## config.mk

```make
export PLATFORM = sky130hd
export DESIGN_NAME = fnd_scan_ctrl
export DESIGN_NICKNAME = d
export VERILOG_FILES = /design/src/rtl/fnd_pkg.sv /design/src/rtl/fnd_slot_timer.sv /design/src/rtl/fnd_scan_ctrl.sv
export SDC_FILE = /design/constraint.sdc
export NUM_CORES = 1
export LEC_CHECK = 0
export ABC_CLOCK_PERIOD_IN_PS = 2500
export BUFFER_PORTS_ARGS = -buffer_cell sky130_fd_sc_hd__buf_4
export CAP_MARGIN = 20
export CORE_MARGIN = 2
export CORE_UTILIZATION = 30
export CTS_CLUSTER_DIAMETER = 60
export CTS_CLUSTER_SIZE = 40
export DETAILED_ROUTE_END_ITERATION = 8
export GPL_TIMING_DRIVEN = 1
export PLACE_DENSITY = 0.48
export SKIP_CTS_REPAIR_TIMING = 1
export SLEW_MARGIN = 10
export SYNTH_ARGS = -nofsm -noshare
export SYNTH_HDL_FRONTEND = slang
export SYNTH_SLANG_ARGS = --single-unit
```

## constraint.sdc

```tcl
create_clock -name i_clk -period 2.5 [get_ports i_clk]
set_input_delay 0.5 -clock i_clk [delete_from_list [all_inputs] [get_ports i_clk]]
set_output_delay 0.5 -clock i_clk [all_outputs]
set_load 0.05 [all_outputs]
```

## src/rtl/fnd_pkg.sv

```systemverilog
// Shared types and constants for the FND scan controller.
// Holds the scan state enum and the slot-length helper.
package fnd_pkg;

    typedef enum logic [1:0] {
        IDLE,
        BLANK,
        DRIVE
    } state_t;

    localparam int NUM_DIGITS = 4;
    localparam logic [NUM_DIGITS-1:0] AN_OFF = 4'b1111;

    function automatic int digit_cyc(input int clk_hz, input int scan_hz);
        return clk_hz / scan_hz;
    endfunction

endpackage

```

## src/rtl/fnd_slot_timer.sv

```systemverilog
// Modulo-MOD counter with clear, enable, terminal-count and compare flags.
// Used for both the digit slot timer and the half-second blink timer.
module fnd_slot_timer #(
    parameter int MOD = 10,
    parameter int CMP = 0
) (
    input  logic i_clk,
    input  logic i_reset,
    input  logic i_clr,
    input  logic i_en,
    output logic o_tc,
    output logic o_cmp
);

    localparam int W = (MOD > 1) ? $clog2(MOD) : 1;

    logic [W-1:0] cnt;

    always_ff @(posedge i_clk) begin
        if (i_reset || i_clr) begin
            cnt <= '0;
        end else if (i_en) begin
            cnt <= o_tc ? '0 : cnt + 1'b1;
        end
    end

    assign o_tc  = (cnt == W'(MOD - 1));
    assign o_cmp = (cnt == W'(CMP));

endmodule

```

## src/rtl/fnd_scan_ctrl.sv

```systemverilog
// 4-digit common-anode FND scan controller with per-slot blanking.
// Optional DP blink when FND_DP_BLINK_EN is defined.
module fnd_scan_ctrl
    import fnd_pkg::*;
#(
    parameter int CLK_HZ    = 100_000_000,
    parameter int SCAN_HZ   = 1000,
    parameter int BLANK_CYC = 1000,
    parameter int DP_DIGIT  = 2
) (
    input  logic                  i_clk,
    input  logic                  i_reset,
    input  logic                  i_en,
    input  logic                  i_page,
    output logic [2:0]            o_sel,
    output logic [NUM_DIGITS-1:0] o_an,
    output logic                  o_dp,
    output logic                  o_frame_tick
);

    localparam int DIGIT_CYC = digit_cyc(CLK_HZ, SCAN_HZ);

    if (BLANK_CYC < 1 || BLANK_CYC >= DIGIT_CYC) begin : g_bad_blank
        $error("BLANK_CYC must satisfy 1 <= BLANK_CYC < DIGIT_CYC");
    end
    if (DP_DIGIT < 0 || DP_DIGIT >= NUM_DIGITS) begin : g_bad_dp
        $error("DP_DIGIT must be 0..3");
    end

    state_t     state;
    logic [1:0] digit;
    logic [1:0] digit_nx;
    logic       page_q;
    logic       blank_end;
    logic       slot_end;
    logic       dp_lit;

    assign digit_nx = digit + 2'd1;

    // Slot counter is held at zero whenever the scan is stopped
    fnd_slot_timer #(
        .MOD(DIGIT_CYC),
        .CMP(BLANK_CYC - 1)
    ) u_slot (
        .i_clk  (i_clk),
        .i_reset(i_reset),
        .i_clr  ((state == IDLE) || !i_en),
        .i_en   (state != IDLE),
        .o_tc   (slot_end),
        .o_cmp  (blank_end)
    );

`ifdef FND_DP_BLINK_EN
    localparam logic [1:0] DP_SEL = 2'(DP_DIGIT);

    logic blink_q;
    logic blink_tc;
    logic blink_cmp;

    fnd_slot_timer #(
        .MOD(CLK_HZ / 2),
        .CMP(CLK_HZ / 2 - 1)
    ) u_blink (
        .i_clk  (i_clk),
        .i_reset(i_reset),
        .i_clr  (1'b0),
        .i_en   (i_en),
        .o_tc   (blink_tc),
        .o_cmp  (blink_cmp)
    );

    always_ff @(posedge i_clk) begin
        if (i_reset) begin
            blink_q <= 1'b0;
        end else if (i_en && blink_tc && blink_cmp) begin
            blink_q <= ~blink_q;
        end
    end

    assign dp_lit = blink_q && (digit == DP_SEL);
`else
    assign dp_lit = 1'b0;
`endif

    always_ff @(posedge i_clk) begin
        if (i_reset) begin
            state        <= IDLE;
            digit        <= 2'd0;
            page_q       <= 1'b0;
            o_sel        <= 3'b000;
            o_an         <= AN_OFF;
            o_dp         <= 1'b1;
            o_frame_tick <= 1'b0;
        end else if (!i_en) begin
            state        <= IDLE;
            digit        <= 2'd0;
            o_sel        <= {page_q, 2'b00};
            o_an         <= AN_OFF;
            o_dp         <= 1'b1;
            o_frame_tick <= 1'b0;
        end else begin
            o_frame_tick <= 1'b0;
            unique case (state)
                IDLE: begin
                    state  <= BLANK;
                    digit  <= 2'd0;
                    page_q <= i_page;
                    o_sel  <= {i_page, 2'b00};
                    o_an   <= AN_OFF;
                    o_dp   <= 1'b1;
                end
                BLANK: begin
                    if (blank_end) begin
                        state <= DRIVE;
                        o_an  <= ~(4'b0001 << digit);
                        o_dp  <= ~dp_lit;
                    end
                end
                DRIVE: begin
                    if (slot_end) begin
                        state <= BLANK;
                        digit <= digit_nx;
                        o_an  <= AN_OFF;
                        o_dp  <= 1'b1;
                        // Page is only sampled at the frame wrap
                        if (digit == 2'd3) begin
                            page_q       <= i_page;
                            o_sel        <= {i_page, 2'b00};
                            o_frame_tick <= 1'b1;
                        end else begin
                            o_sel <= {page_q, digit_nx};
                        end
                    end else begin
                        o_dp <= ~dp_lit;
                    end
                end
                default: state <= IDLE;
            endcase
        end
    end

endmodule
```

# After elaboration in Yosys (flattened, before gate mapping)

Cells that the tools add are included.

Word-level logic and storage cells: 62
Register bits: 31
Output and inout port bits: 9
Input port bits: 4

Reductions and logical operators: 17
Shift-type cells: 1
Bitwise gates (word level): 4
Muxes and demuxes: 19
$add $sub $neg: 2
Equal/unequal tests: 10

Operator list:

| operator                                                                 | count |
|---|---|
| 17-bit by 1-bit adder with 17-bit output (second input constant)         | 1 |
| 17-bit by 10-bit == test with 1-bit output (second input constant)       | 1 |
| 17-bit == test (second input constant)                                   | 1 |
| 17-bit 2-to-1 mux                                                        | 1 |
| 4-bit case mux with 3 select lines                                       | 1 |
| 3-bit 2-to-1 mux                                                         | 3 |
| 4-bit 2-to-1 mux                                                         | 2 |
| 2-bit AND reduction                                                      | 4 |
| 2-bit 2-to-1 mux                                                         | 3 |
| 2-bit case mux with 3 select lines                                       | 1 |
| 3-bit case mux with 2 select lines                                       | 1 |
| 2-bit nonzero test                                                       | 3 |
| 2-bit == test (second input constant)                                    | 2 |
| 1-bit 2-to-1 mux                                                         | 4 |
| 2-bit inequality test (second input constant)                            | 2 |
| 4-bit NOT                                                                | 1 |
| 1-bit case mux with 2 select lines                                       | 2 |
| 2-bit case mux with 2 select lines                                       | 1 |
| 4-bit AND reduction                                                      | 1 |
| 2-bit OR reduction                                                       | 2 |
| 4-bit OR reduction                                                       | 1 |
| 1-bit by 2-bit left shift with 4-bit output (first input constant)       | 1 |
| 3-bit by 1-bit inequality test with 1-bit output (second input constant) | 1 |
| 3-bit by 2-bit inequality test with 1-bit output (second input constant) | 1 |
| 9 further kinds                                                          | 12 |

# Depth between registers and ports, before layout

Gate-level depths: netlist of the first run.

Depth in word-level cells: 5
Depth in mapped cells: 8

# Modules after synthesis

A second synthesis of the first run with hierarchy kept.

Cells, all modules: 172
Area, all modules: 1506.4 um^2

By module, submodules not included:

| module         | area each (um^2) | seq. area each (um^2) | cells an instance | times used |
|---|---|---|---|---|
| fnd_slot_timer | 904.6            | 340.3                 | 101               | 1 |
| fnd_scan_ctrl  | 601.8            | 240.2                 | 71                | 1 |

# Worst setup path after synthesis of the first run

OpenSTA, ideal clock, no wires.

Path type: flip-flop to flip-flop
From: register u_slot.cnt[11]
To: register digit[0]
Clock period less this slack: 1949 ps
Buffers on the path: 0
Cell stages (with the launch flop): 6
Library setup time: 75 ps
Data arrival time: 1874 ps
Path slack: 551 ps
Cell sequence: dfxtp_1 or4_4 nor4b_4 nand2_4 or3_1 a31oi_1

Word-level cells in the longest chain between the ends: 3

RTL lines:

| what                                                       | RTL line             | source |
|---|---|---|
| from (decl)                                                | fnd_slot_timer.sv:17 | `logic [W-1:0] cnt;` |
| from (signal assigned)                                     | fnd_slot_timer.sv:23 | `cnt <= o_tc ? '0 : cnt + 1'b1;` |
| 17-bit == test                                             | fnd_slot_timer.sv:27 | `assign o_tc = (cnt == W'(MOD - 1));` |
| 2-bit by 1-bit inequality test with 1-bit output (no line) | -                    |  |
| 2-bit AND reduction (no line)                              | -                    |  |
| to (signal assigned)                                       | fnd_scan_ctrl.sv:122 | `digit <= digit_nx;` |
| to (decl)                                                  | fnd_scan_ctrl.sv:31  | `logic [1:0] digit;` |

Every way passes these cells.
A chain may end at the register's enable or synchronous reset.

# Worst setup path in the final report of the first run

Ends and elaborated chain as after synthesis.

==> impl_metrics.tcl, run 1 <==
set metrics [dict create \
    dp_cells 221 \
    num_io_pins 13 \
    cts_tree "done" \
    async_flop_share 0 \
    cap_viol_max_count 0 \
    ir_worst_vdd_mv 0.329 \
    ys_ff_latch 29 \
    finalNetCount 184 \
    drtIter0Drc 44 \
    hold_ws_ns 0.464 \
    routed_via_density 4.91 \
    die-area_mm2 0.00530 \
    comb_power_share 0.037 \
    antenna_found_initial 0 \
    clock-skew-final_ns 0.00433 \
    cp_cell_sequence "or4_4 -> nor4b_4 -> nand2_4 -> or3_1 -> a31oi_1" \
    routedWlPerCell_um 12.4 \
    crit_fanout 9 \
    p_sw_frac 0.219 \
    synth.distinct_cells 39 \
    row_count 25 \
    grt_pass1_vias 1086 \
    powerDensity_mw_per_mm2 546 \
    core_mm2 0.00463 \
    status "finished clean" \
    synth_edf_count 0 \
    yosysSeqAreaShare 0.408 \
    first_pass_iters 4 \
    power.total_mw 0.891 \
    root_buffer "clkbuf_8" \
    hold_class "register to register" \
    fin_crit_ns 2.10 \
    clock.fmax_mhz 477 \
    grt_max_degree 16 \
    yosys-top-cells-count "dfxtp_1, nor2_1, nand2_1" \
    fin_crit_sh 0.839 \
    globalplace.congestion 0.785 \
    slowest_stage "or4_4" \
    synth_cells 162 \
    antenna_left 0 \
    cp-start-kind "register" \
    grt.total_usage 0.124 \
    yosys_warnings 0 \
    initial_core_util 0.307 \
    synth_ff_type "dfxtp_1" \
    worstPathArrival_ns 2.31 \
    synth_nets 172 \
    synth.most_common_cell "dfxtp_1" \
    drc 0 \
    final-hold-violation-count 0 \
    fin_area_mm2 0.00163 \
    layoutNonFillerInstCount 228 \
    syn_to_final_growth_pct 14.7 \
    worst-setup-path-type "register to register" \
    cpPeakStageDelay_ns 0.56 \
    setup_viol 0 \
    p_leak_nw 0.570 \
    cts_max_level 2 \
    dieWidth_um 72.8 \
    internal_power_mw 0.695 \
    dpl.hpwl_mm 2.01 \
    crit_required_ns 2.71 \
    cts_buffer_depth 2 \
    cts_buffers 5 \
    p_clk_frac 0.436 \
    syn-mean-instance-area_um2 8.77 \
    cp-end-kind "register" \
    die_y_um 72.8 \
    numPortBuffers 11 \
    synth_top_area_share 0.408 \
    drive_gt1_frac 0.144 \
    slew_viol_final 0 \
    rsz0062_at_grt "false" \
    clk_latency_ns 0.28 \
    vias 1119 \
    syn_area_mm2 0.00142 \
    synth_top_cell_by_area "dfxtp_1" \
    grt_pass1_wl_mm 5.06 \
    placed_cell_area_mm2 0.00154 \
    worst_slack_ns 0.401 \
    place_ws_ns 0.400 \
    clock-sinks 29 \
    overflow 0 \
    n_antenna_cell 0 \
    ys_top_cells_by_area "dfxtp_1, nor2_1, xnor2_1" \
    routed_wl_mm 2.83 \
    final_util 0.352 \
    clk_pin_slew_ns 0.06 \
    seqPwrFrac 0.527 \
    switchingPower_mw 0.195 \
    tns_ns 0 \
]
[critical path: cells and delay by family (launching register included)]
kind	cells	cell delay (ns)
and+or+nand+nor	4	1.54
DFF	1	0.34
AOI/OAI and AO/OA	1	0.15
[cells by family after synthesis]
logic type                 after synthesis  share of synthesized area
DFF                                     29                      0.408
buffers and inverters                   13                     0.0405
adders and majority gates                6                     0.0528
xor gates and xnor gates                15                     0.0924
muxes                                    2                     0.0141
other                                    1                    0.00264
AOI/OAI and AO/OA                       18                     0.0916
and+or+nand+nor                         78                      0.298
[cells in the final DEF (no fill, tap or decap), types with 2 or more instances in the layout]
cell and count:
a21oi_1 2, and3_1 4, dfxtp_1 29, and4_1 3, nor3_1 7, nor2b_1 2
a2bb2oi_1 4, xnor2_1 9, clkbuf_8 6, nand2_1 13, mux2i_1 2, o21ai_0 2
buf_4 12, ha_1 6, nor2_1 25, a31oi_1 5, nand3_1 9, inv_1 6
xor2_1 6, nand4_1 3
[power groups by stage]
stage          clock [mW]  combinational [mW]  sequential (mW)
2_1_floorplan           0              0.0216            0.481
3_3_place_gp            0              0.0328            0.479
3_5_place_dp            0              0.0325            0.480
4_1_cts             0.400              0.0328            0.469
5_1_grt             0.426              0.0356            0.470
6_report            0.389              0.0325            0.469
[flip-flops by register name (all words and copies together), names as in the netlist]
register      cells
digit             2
o_an              4
o_frame_tick      1
o_sel             2
page_q            1
state             2
u_slot.cnt       17
[worst paths after layout]
check / from / endpoint / slack, ns / cells past startpoint
hold / removal: page_q$_SDFFE_PP0P_ / page_q$_SDFFE_PP0P_ / 0.46 / 2
hold reg to reg: page_q$_SDFFE_PP0P_ / page_q$_SDFFE_PP0P_ / 0.46 / 2
setup / recovery: u_slot.cnt[11]$_SDFFE_PP0N_ / digit[0]$_SDFFE_PP0P_ / 0.40 / 5
setup reg to reg: u_slot.cnt[11]$_SDFFE_PP0N_ / digit[0]$_SDFFE_PP0P_ / 0.40 / 5
[final cells by class]
class / count / area, µm²
fill: 483 / 3000
multi-input combinational: 120 / 783
sequential: 29 / 581
timing repair buffer: 12 / 90.1
clock buffer: 7 / 86.3
tap: 54 / 67.6
inverter: 6 / 22.5
[metal layers]
layer,GRT usage,share of wire,up-vias
li1,-,-,580
met5,0,0,-
met4,0.0370,0.018,0
met1,0.161,0.50,514
met2,0.184,0.43,18
met3,0.0566,0.050,7
(Power assumes the default switching activity.)
==> run 2, diff against run 1 <==
- ABC_CLOCK_PERIOD_IN_PS: 2500 -> 2100
- clock period: 2.5 -> 2.1 ns (I/O delays scaled with it)
==> run 2 against run 1 <==
Via count grew 5.3%; sequential share of layout area down 1.6 points; critical endpoint is now o_an[0]$_SDFFE_PP1P_; die area is the same; register-to-register slack worse by 0.30 ns; first-iteration DRC count rose by 34%; sequential power up 19%; core utilization is 1.6 points higher; clock skew up 0.0014 ns; final cell count grew 3.1%; clock power up 15%; sequential cell count is the same; largest cell class unchanged.
==> impl_metrics.tcl, run 2 (same netlist as run 1, synthesis figures left out) <==
set metrics [dict create \
    clock.fmax_mhz 501 \
    num_io_pins 13 \
    cp-start-kind "register" \
    final_cell_mix "dfxtp_1, nor2_1, buf_4" \
    grt_pass1_vias 1103 \
    routed_wl_mm 3.02 \
    placed_cell_area_mm2 0.00160 \
    rrSetupSlack_ns 0.10 \
    row_count 25 \
    seq_area_um2 581 \
    clk_latency_ns 0.28 \
    final-hold-violation-count 0 \
    powerDensity_mw_per_mm2 614 \
    syn_to_final_growth_pct 20.1 \
    worstPathArrival_ns 2.20 \
    clk_pin_slew_ns 0.07 \
    globalplace.congestion 0.821 \
    antenna_left 0 \
    routed_via_density 5.01 \
    cp-end-kind "register" \
    grt_pass1_wl_mm 5.04 \
    multiInputGateArea_um2 806 \
    largest_register_ffs 17 \
    hold_class "primary input to register" \
    rsz0062_at_grt "false" \
    top_regs "u_slot.cnt x17, o_an x4" \
    clock-sinks 29 \
    p_leak_nw 0.611 \
    n_antenna_cell 0 \
    hold_depth 3 \
    cts_buffer_depth 2 \
    die-area_mm2 0.00530 \
    overflow 0 \
    die_y_um 72.8 \
    crit_required_ns 2.31 \
    antenna_found_initial 0 \
    routedWlPerCell_um 12.8 \
    initial_core_util 0.307 \
    worst-setup-path-type "register to register" \
    core_mm2 0.00463 \
    layout_commonest_cell "dfxtp_1" \
    cap_viol_max_count 0 \
    clock-skew-final_ns 0.00577 \
    hold_ws_ns 0.400 \
    cts_tree "done" \
    root_buffer "clkbuf_8" \
    cts_max_level 2 \
    largest-register "u_slot.cnt" \
    setup_viol 0 \
    crit_fanout 4 \
    ir_worst_vdd_mv 0.345 \
    dpl.hpwl_mm 2.18 \
    status "finished clean" \
    grt_max_degree 16 \
    drtIter0Drc 59 \
    fin_area_mm2 0.00171 \
    finalNetCount 190 \
    dieWidth_um 72.8 \
    first_pass_iters 4 \
    fill_cells 483 \
    drc 0 \
    final_util 0.369 \
    vias 1178 \
    cts_buffers 5 \
    fin_crit_sh 0.951 \
    grt.total_usage 0.122 \
    tns_ns 0 \
    slew_viol_final 0 \
    drive_gt1_frac 0.188 \
    numPortBuffers 11 \
    fin_crit_ns 2.00 \
    r2r_cells 5 \
    power.total_mw 1.05 \
]
==> run 2: cell types whose count changed in the layout (fill, tap and decap cells not counted) <==
cell and delta:
nor4bb_1 -1, nor4bb_2 +1, a32oi_2 -1, buf_12 +1
buf_4 +5, nor3_2 +1, a32oi_4 +1, nor3_1 -1
clkinv_2 +2, clkbuf_8 -1
==> run 2: cell type report <==
cell class | count | share of cell area
Sequential cell | 29 | 0.340
Inverter | 6 | 0.0132
Multi-Input combinational cell | 120 | 0.472
Timing Repair Buffer | 18 | 0.0865
Clock buffer | 6 | 0.0425
Clock inverter | 2 | 0.00587
Tap cell | 54 | 0.0396
==> run 2: layer usage <==
metal	global-route usage	vias to the layer above	wire length [µm]
li1	-	597	-
met1	0.151	558	1480
met2	0.197	15	1360
met3	0.0401	8	128
met4	0.0453	0	47
met5	0	-	0
==> run 2: path summary, 6_finish.rpt <==
check / start / endpoint
worst max-delay path: u_slot.cnt[11]$_SDFFE_PP0N_ / o_an[0]$_SDFFE_PP1P_
worst min-delay path: i_page / page_q$_SDFFE_PP0P_
worst max register to register: u_slot.cnt[11]$_SDFFE_PP0N_ / o_an[0]$_SDFFE_PP1P_
worst min register to register: page_q$_SDFFE_PP0P_ / page_q$_SDFFE_PP0P_
==> run 2: report_power, final <==
| part | switching (mW) | internal, mW | leakage (nW) | total (mW) |
|---|---|---|---|---|
| clock network | 0.217 | 0.229 | 0.0450 | 0.447 |
| registers | 0.00437 | 0.554 | 0.234 | 0.558 |
| logic | 0.0261 | 0.0161 | 0.332 | 0.0422 |
==> run 2: metrics by stage <==
stage,std cells,setup WS [ns]
after detailed placement,227,0.0382
after floorplan,162,0.151
after global placement,227,0.126
final,235,0.102
after global routing,235,0.00332
after CTS,235,0.00789
==> run 2: worst max-delay path, stage by stage (launching register included) <==
cell and delay (ns):
dfxtp_1 0.34, or4_4 0.56, nand4b_1 0.23, or2_2 0.35
a32oi_4 0.24, a2bb2oi_1 0.20
==> run 3, diff against run 2 <==
- PLACE_DENSITY: 0.48 -> 0.58
==> run 3 against run 2 <==
First-iteration DRC count fell by 31%; critical endpoint unchanged; critical path type unchanged; sequential share of layout area rose by 0.77 points; highest routed layer unchanged; final cell count is the same; combinational power is 5.5% lower; clock skew fell by 0.0023 ns; design area fell by 2.2%; core utilization down 0.81 points; wire length is 7.6% lower; total power is 1.6% lower; hold slack improved by 0.0041 ns; sequential power about the same.
==> impl_metrics.tcl, run 3 (same netlist as run 1, synthesis figures left out) <==
set metrics [dict create \
    globalplace.congestion 0.796 \
    clock-sinks 29 \
    overflow 0 \
    core_mm2 0.00463 \
    cp-end-kind "register" \
    vias 1149 \
    hold_class "primary input to register" \
    row_count 25 \
    fin_crit_ns 1.97 \
    drtIter0Drc 41 \
    routed_via_density 4.89 \
    initial_core_util 0.307 \
    worst-setup-path-type "register to register" \
    grt_max_degree 16 \
    top_regs "u_slot.cnt x17, o_an x4" \
    dieWidth_um 72.8 \
    drive_gt1_frac 0.166 \
    final_cell_mix "dfxtp_1, nor2_1, buf_4" \
    tns_ns 0 \
    dpl.hpwl_mm 2.03 \
    routedWlPerCell_um 11.9 \
    placed_cell_area_mm2 0.00159 \
    cap_viol_max_count 0 \
    numPortBuffers 11 \
    cts_max_level 2 \
    ir_worst_vdd_mv 0.287 \
    grt_pass1_wl_mm 4.66 \
    die_y_um 72.8 \
    largest_register_ffs 17 \
    drc 0 \
    layout_commonest_cell "dfxtp_1" \
    p_leak_nw 0.597 \
    crit_required_ns 2.31 \
    first_pass_iters 4 \
    fin_area_mm2 0.00167 \
    antenna_left 0 \
    power.total_mw 1.03 \
    cp-start-kind "register" \
    place_ws_ns 0.119 \
    worst_slack_ns 0.129 \
    fin_crit_sh 0.939 \
    cts_buffers 5 \
    setup_viol 0 \
    grt_pass1_vias 1003 \
    clock.fmax_mhz 507 \
    grt.total_usage 0.118 \
    worstPathArrival_ns 2.18 \
    powerDensity_mw_per_mm2 617 \
    rsz0062_at_grt "false" \
    num_io_pins 13 \
    cts_tree "done" \
    n_antenna_cell 0 \
    status "finished clean" \
    die-area_mm2 0.00530 \
    clock-skew-final_ns 0.00350 \
    final-hold-violation-count 0 \
    clk_latency_ns 0.28 \
    crit_fanout 4 \
    routed_wl_mm 2.79 \
    hold_ws_ns 0.404 \
    largest-register "u_slot.cnt" \
    slew_viol_final 0 \
    clk_pin_slew_ns 0.06 \
    syn_to_final_growth_pct 17.4 \
    cts_buffer_depth 2 \
    antenna_found_initial 0 \
    finalNetCount 190 \
    root_buffer "clkbuf_8" \
]
[run 3: changes by cell type in the layout (fill, tap and decap cells not counted), sizes merged]
cell | before | now
clkinv | 2 | 0
clkbuf | 6 | 8
[run 3: metal layers]
metal,up-vias,global-route usage,share of wire,wire (µm)
met3,5,0.0580,0.050,139
met1,528,0.150,0.50,1400
met5,-,0,0,0
met2,20,0.171,0.43,1210
met4,0,0.0494,0.016,46
li1,596,-,-,-
[run 3: worst max-delay path, cell delays in order, from the launching register on]
cell and delay [ns]:
dfxtp_1 0.34, or4_4 0.56, nand4b_1 0.23, or2_2 0.32, a32oi_2 0.27, a2bb2oi_1 0.18
[run 3: layout make-up]
type,instances,area (µm²)
multi-input combinational,120,783
sequential,29,581
tap,54,67.6
timing repair buffer,18,135
clock buffer,8,80.1
fill,490,2960
inverter,6,22.5
[run 3: worst paths after layout]
check,from,to,slack [ns],depth (start not counted)
hold reg to reg,page_q$_SDFFE_PP0P_,page_q$_SDFFE_PP0P_,0.46,2
setup / recovery,u_slot.cnt[11]$_SDFFE_PP0N_,o_an[0]$_SDFFE_PP1P_,0.13,5
setup reg to reg,u_slot.cnt[11]$_SDFFE_PP0N_,o_an[0]$_SDFFE_PP1P_,0.13,5
hold / removal,i_page,page_q$_SDFFE_PP0P_,0.40,3
[run 3: metrics by stage]
stage	utilization	cells
2_1_floorplan	-	162
3_3_place_gp	0.343	227
3_5_place_dp	0.343	227
4_1_cts	0.361	235
5_1_grt	0.361	235
6_report	0.361	235
[run 3: power by group]
part,internal (mW),switching (mW)
sequential,0.554,0.00405
clock,0.235,0.197
combinational,0.0145,0.0254
total,0.804,0.227
